$ cat config.mk
export PLATFORM = sky130hd
export DESIGN_NAME = calc_controller
export DESIGN_NICKNAME = d
export VERILOG_FILES = /design/src/rtl/calc_controller.sv
export SDC_FILE = /design/constraint.sdc
export NUM_CORES = 1
export LEC_CHECK = 0
export CAP_MARGIN = 20
export CORE_UTILIZATION = 47
export DETAILED_ROUTE_END_ITERATION = 10
export HOLD_SLACK_MARGIN = 0.06
export PLACE_DENSITY_LB_ADDON = 0.12
export SKIP_LAST_GASP = 1
export SLEW_MARGIN = 20
export SYNTH_ARGS = -nofsm -noshare
export SYNTH_HDL_FRONTEND = slang
export SYNTH_SLANG_ARGS = --single-unit
$ cat constraint.sdc
create_clock -name Clock -period 1.67 [get_ports Clock]
set_input_delay 0.334 -clock Clock [delete_from_list [all_inputs] [get_ports Clock]]
set_output_delay 0.334 -clock Clock [all_outputs]
set_load 0.01 [all_outputs]
$ cat src/rtl/calc_controller.sv
// Two-operand digit calculator front end: synchronised buttons, ALU handshake, result latch.
// Optional ALU-timeout/ERROR state is enabled by defining CALC_TIMEOUT_EN.
module calc_controller (
    input  logic       Clock,
    input  logic       Reset,
    input  logic       Button1,
    input  logic       Button2,
    input  logic       Operation,
    input  logic       Equals,
    input  logic       AluDone,
    input  logic [7:0] AluResult,
    output logic [3:0] OpA,
    output logic [3:0] OpB,
    output logic       AluOp,
    output logic       AluStart,
    output logic [7:0] Result,
    output logic       ShowResult,
    output logic       Busy
`ifdef CALC_TIMEOUT_EN
    ,
    output logic       Error
`endif
);

    typedef enum logic [1:0] {
        ENTRY    = 2'd0,
        WAIT_ALU = 2'd1,
        RESULT   = 2'd2,
        ERROR    = 2'd3
    } state_t;

    state_t state;

    // Bit order: [0]=Button1 [1]=Button2 [2]=Operation [3]=Equals
    logic [3:0] raw;
    logic [3:0] sync1;
    logic [3:0] sync2;
    logic [3:0] hist;
    logic [3:0] ev;

    assign raw = {Equals, Operation, Button2, Button1};

    // Event is registered once more so it lands on the third edge after sampling
    always_ff @(posedge Clock or posedge Reset) begin
        if (Reset) begin
            sync1 <= 4'b0;
            sync2 <= 4'b0;
            hist  <= 4'b0;
            ev    <= 4'b0;
        end else begin
            sync1 <= raw;
            sync2 <= sync1;
            hist  <= sync2;
            ev    <= sync2 & ~hist;
        end
    end

    function automatic logic [3:0] inc_digit(input logic [3:0] d);
        return (d == 4'd9) ? 4'd0 : d + 4'd1;
    endfunction

`ifdef CALC_TIMEOUT_EN
    logic [4:0] wait_cnt;
`endif

    always_ff @(posedge Clock or posedge Reset) begin
        if (Reset) begin
            state      <= ENTRY;
            OpA        <= 4'd0;
            OpB        <= 4'd0;
            AluOp      <= 1'b0;
            AluStart   <= 1'b0;
            Result     <= 8'd0;
            ShowResult <= 1'b0;
            Busy       <= 1'b0;
`ifdef CALC_TIMEOUT_EN
            Error      <= 1'b0;
            wait_cnt   <= 5'd0;
`endif
        end else begin
            AluStart <= 1'b0;
            case (state)
                ENTRY: begin
                    if (ev[3]) begin
                        AluStart <= 1'b1;
                        Busy     <= 1'b1;
                        state    <= WAIT_ALU;
`ifdef CALC_TIMEOUT_EN
                        wait_cnt <= 5'd0;
`endif
                    end else begin
                        if (ev[0]) OpA <= inc_digit(OpA);
                        if (ev[1]) OpB <= inc_digit(OpB);
                        if (ev[2]) AluOp <= ~AluOp;
                    end
                end
                WAIT_ALU: begin
                    if (AluDone) begin
                        Result     <= AluResult;
                        Busy       <= 1'b0;
                        ShowResult <= 1'b1;
                        state      <= RESULT;
`ifdef CALC_TIMEOUT_EN
                    end else if (wait_cnt == 5'd15) begin
                        Busy  <= 1'b0;
                        Error <= 1'b1;
                        state <= ERROR;
                    end else begin
                        wait_cnt <= wait_cnt + 5'd1;
`endif
                    end
                end
                RESULT: begin
                    if (ev[3]) begin
                        AluStart   <= 1'b1;
                        Busy       <= 1'b1;
                        ShowResult <= 1'b0;
                        state      <= WAIT_ALU;
`ifdef CALC_TIMEOUT_EN
                        wait_cnt   <= 5'd0;
`endif
                    end else if (|ev[2:0]) begin
                        ShowResult <= 1'b0;
                        state      <= ENTRY;
                    end
                end
`ifdef CALC_TIMEOUT_EN
                ERROR: begin
                    if (|ev) begin
                        Error <= 1'b0;
                        state <= ENTRY;
                    end
                end
`endif
                default: state <= ENTRY;
            endcase
        end
    end

endmodule

==> results_dict.tcl <==
set metrics [dict create \
    crit_fanout 4 \
    r2r-start "state[0]$_DFFE_PP0P_" \
    clk_pin_slew_ps 120 \
    maxCapViolations 0 \
    synth_cells 95 \
    grt_overflow 0 \
    ys_ff_latch 38 \
    p_leak_uw 0.0008358 \
    area_growth_pct 36.86 \
    fin_crit_ps 1593 \
    tritoncts "yes" \
    grt_pass1_vias 863 \
    fin_setup_tns_ps 0 \
    crit_family "buffers and inverters" \
    syn-num-nets 110 \
    n_antenna_cell 0 \
    routedWlPerCell_um 12.83 \
    antenna_found_initial 0 \
    place_hpwl_um 1502 \
    seq_area_frac_synth 0.6934 \
    numCtsBuffers 5 \
    worstHoldPathType "reg2reg" \
    grt_pass1_wl_um 3753 \
    peakVddDrop_mv 1.126 \
    final-max-slew-violation-count 0 \
    tightest_slew_ps 468.6 \
    cp_slowest_stage_delay_ps 540 \
    outcome "complete, no violations" \
    reg2reg_setup_slack_ps 180 \
    layout_common_cells "dfrtp_1, clkdlybuf4s50_1, buf_4, mux2_2, nand2_1" \
    skew_ps 8.085 \
    route.detailed.drc 0 \
    hold_ws_ps 360.9 \
    fillers 214 \
    yosys.cell_types.count 24 \
    end_kind "primary output" \
    cts-root-buf "clkbuf_4" \
    nets 159 \
    gp_congestion 0.7822 \
    ant_nets 0 \
    synth_top_area_share 0.6934 \
    synth_top_cell_by_area "dfrtp_1" \
    synth_area_per_cell_um2 14.43 \
    crit_slowest_cell "clkdlybuf4s50_1" \
    cp.required_ps 1340 \
    endpoint "OpA[3]" \
    grt_max_degree 39 \
    startpoint "OpA[3]$_DFFE_PP0P_" \
    drtPass1Iterations 4 \
    met2_length_um 1172 \
    reg2reg_depth 3 \
    cts_max_level 2 \
    die_area_um2 3138 \
    worst_skew_pair.late_latency_ps 330 \
    highest_layer "met4" \
    path_buf_inv 1 \
    dieHeight_um 56.02 \
    port_buffers 34 \
    crit_cells 1 \
    drive_gt1_frac 0.2207 \
    slew_headroom 0.6876 \
    gr-usage-all-layers 0.1597 \
    routed_wl_um 2258 \
    rsz0062_at_grt "false" \
    die_x_um 56.02 \
    ios 35 \
    start_util 0.4973 \
    hold_start "sync1[0]$_DFF_PP0_" \
    routedLengthMet1_um 930 \
    fmax_mhz 627.6 \
    timing.final.crit_share 0.9542 \
    fp-row-count 19 \
    via_count 895 \
    yosys_warnings 0 \
    worst_slack_ps 76.51 \
    routed_via_density 5.085 \
    power_density_nw_per_um2 1525 \
    critPathKind "reg2out" \
    core-area_um2 2758 \
    place_ws_ps 164.2 \
    clk_path_buf_depth 2 \
    drtIter0Drc 20 \
    critPathLaunchType "register" \
    routed-wl-met3_um 131 \
    synth_area_um2 1371 \
    arrival_ps 1260 \
    reg2reg_to "OpB[1]$_DFFE_PP0P_" \
    setup_viol 0 \
    clock_sinks 38 \
    ys_top_cells_by_area "dfrtp_1, mux2_2, xnor2_1" \
    worstPathCellList "clkdlybuf4s50_1" \
    holdBufCountCts 0 \
    layout_commonest_cell "dfrtp_1" \
    final_hold_viol_count 0 \
]
cell families (layout without fill, tap and decap cells):
logic type / after synthesis / count (layout) / synth area share
AOI/OAI and AO/OA: 9 / 9 / 0.04744
xor gates and xnor gates: 5 / 5 / 0.03193
buffers and inverters: 6 / 56 / 0.01733
DFF: 38 / 38 / 0.6934
muxes: 10 / 10 / 0.08759
and+or+nand+nor: 27 / 27 / 0.1223
per-layer routing:
layer,global-route usage,vias to the layer above
met5,0,-
met4,0.07317,0
met3,0.05349,4
met2,0.2466,32
met1,0.2051,440
li1,-,419
worst min path at each step:
| stage | to | slack, ps | cells after the start |
|---|---|---|---|
| after global routing | sync2[1]$_DFF_PP0_ | 380 | 0 |
| after CTS | sync2[0]$_DFF_PP0_ | 370 | 0 |
| after floorplan | sync2[0]$_DFF_PP0_ | 330 | 0 |
| after global placement | sync2[2]$_DFF_PP0_ | 330 | 0 |
| after detailed placement | sync2[3]$_DFF_PP0_ | 340 | 0 |
| final | sync2[0]$_DFF_PP0_ | 360 | 0 |
synthesized netlist by cell type:
master / number
a21oi_1: 1
a22o_1: 1
a41o_1: 2
buf_2: 1
dfrtp_1: 38
inv_1: 5
mux2_2: 8
mux2_4: 2
nand2_1: 7
nand2b_1: 3
nand3_1: 1
nand3_2: 2
nand3b_1: 1
nand4_1: 2
nor2_1: 1
nor2b_1: 6
nor3_4: 1
nor4_1: 1
o2111ai_1: 1
o211ai_1: 1
o21ai_0: 3
or2b_1: 1
or3_1: 1
xnor2_1: 5
final cells by class:
cell class | count | area, um2 | area share
Tap cell | 31 | 38.79 | 0.02067
Clock inverter | 3 | 21.27 | 0.01133
Sequential cell | 38 | 953.4 | 0.5080
Multi-Input combinational cell | 51 | 396.6 | 0.2113
Timing Repair Buffer | 43 | 410.4 | 0.2187
Clock buffer | 5 | 37.54 | 0.02000
Inverter | 5 | 18.77 | 0.01000
registers in the layout, summed over array words and instances (netlist names):
signal and count:
ev 4, AluStart 1, sync2 4, ShowResult 1
OpA 4, hist 4, Busy 1, OpB 4
sync1 4, state 2, AluOp 1, Result 8
repair_timing:
action                                  4_1_cts  5_1_grt
buffers inserted                              3        4
endpoints found under the setup margin        5        3
pin swaps                                     0        0
gates resized for setup                       2        1
per-stage QoR:
stage	utilization	total power, uW	instances	area (um2)
after CTS	0.6688	2819	172	1844
after global placement	0.6384	2246	161	1760
after detailed placement	0.6384	2292	161	1760
after global routing	0.6806	3033	176	1877
final	0.6806	2862	176	1877
after floorplan	-	1774	95	1371
report_power, final:
group | leakage [uW] | switching (uW) | internal, uW
clock | 0.0000312 | 295 | 164
sequential | 0.000448 | 148 | 1150
combinational | 0.000357 | 423 | 687
(Power assumes the default switching activity.)
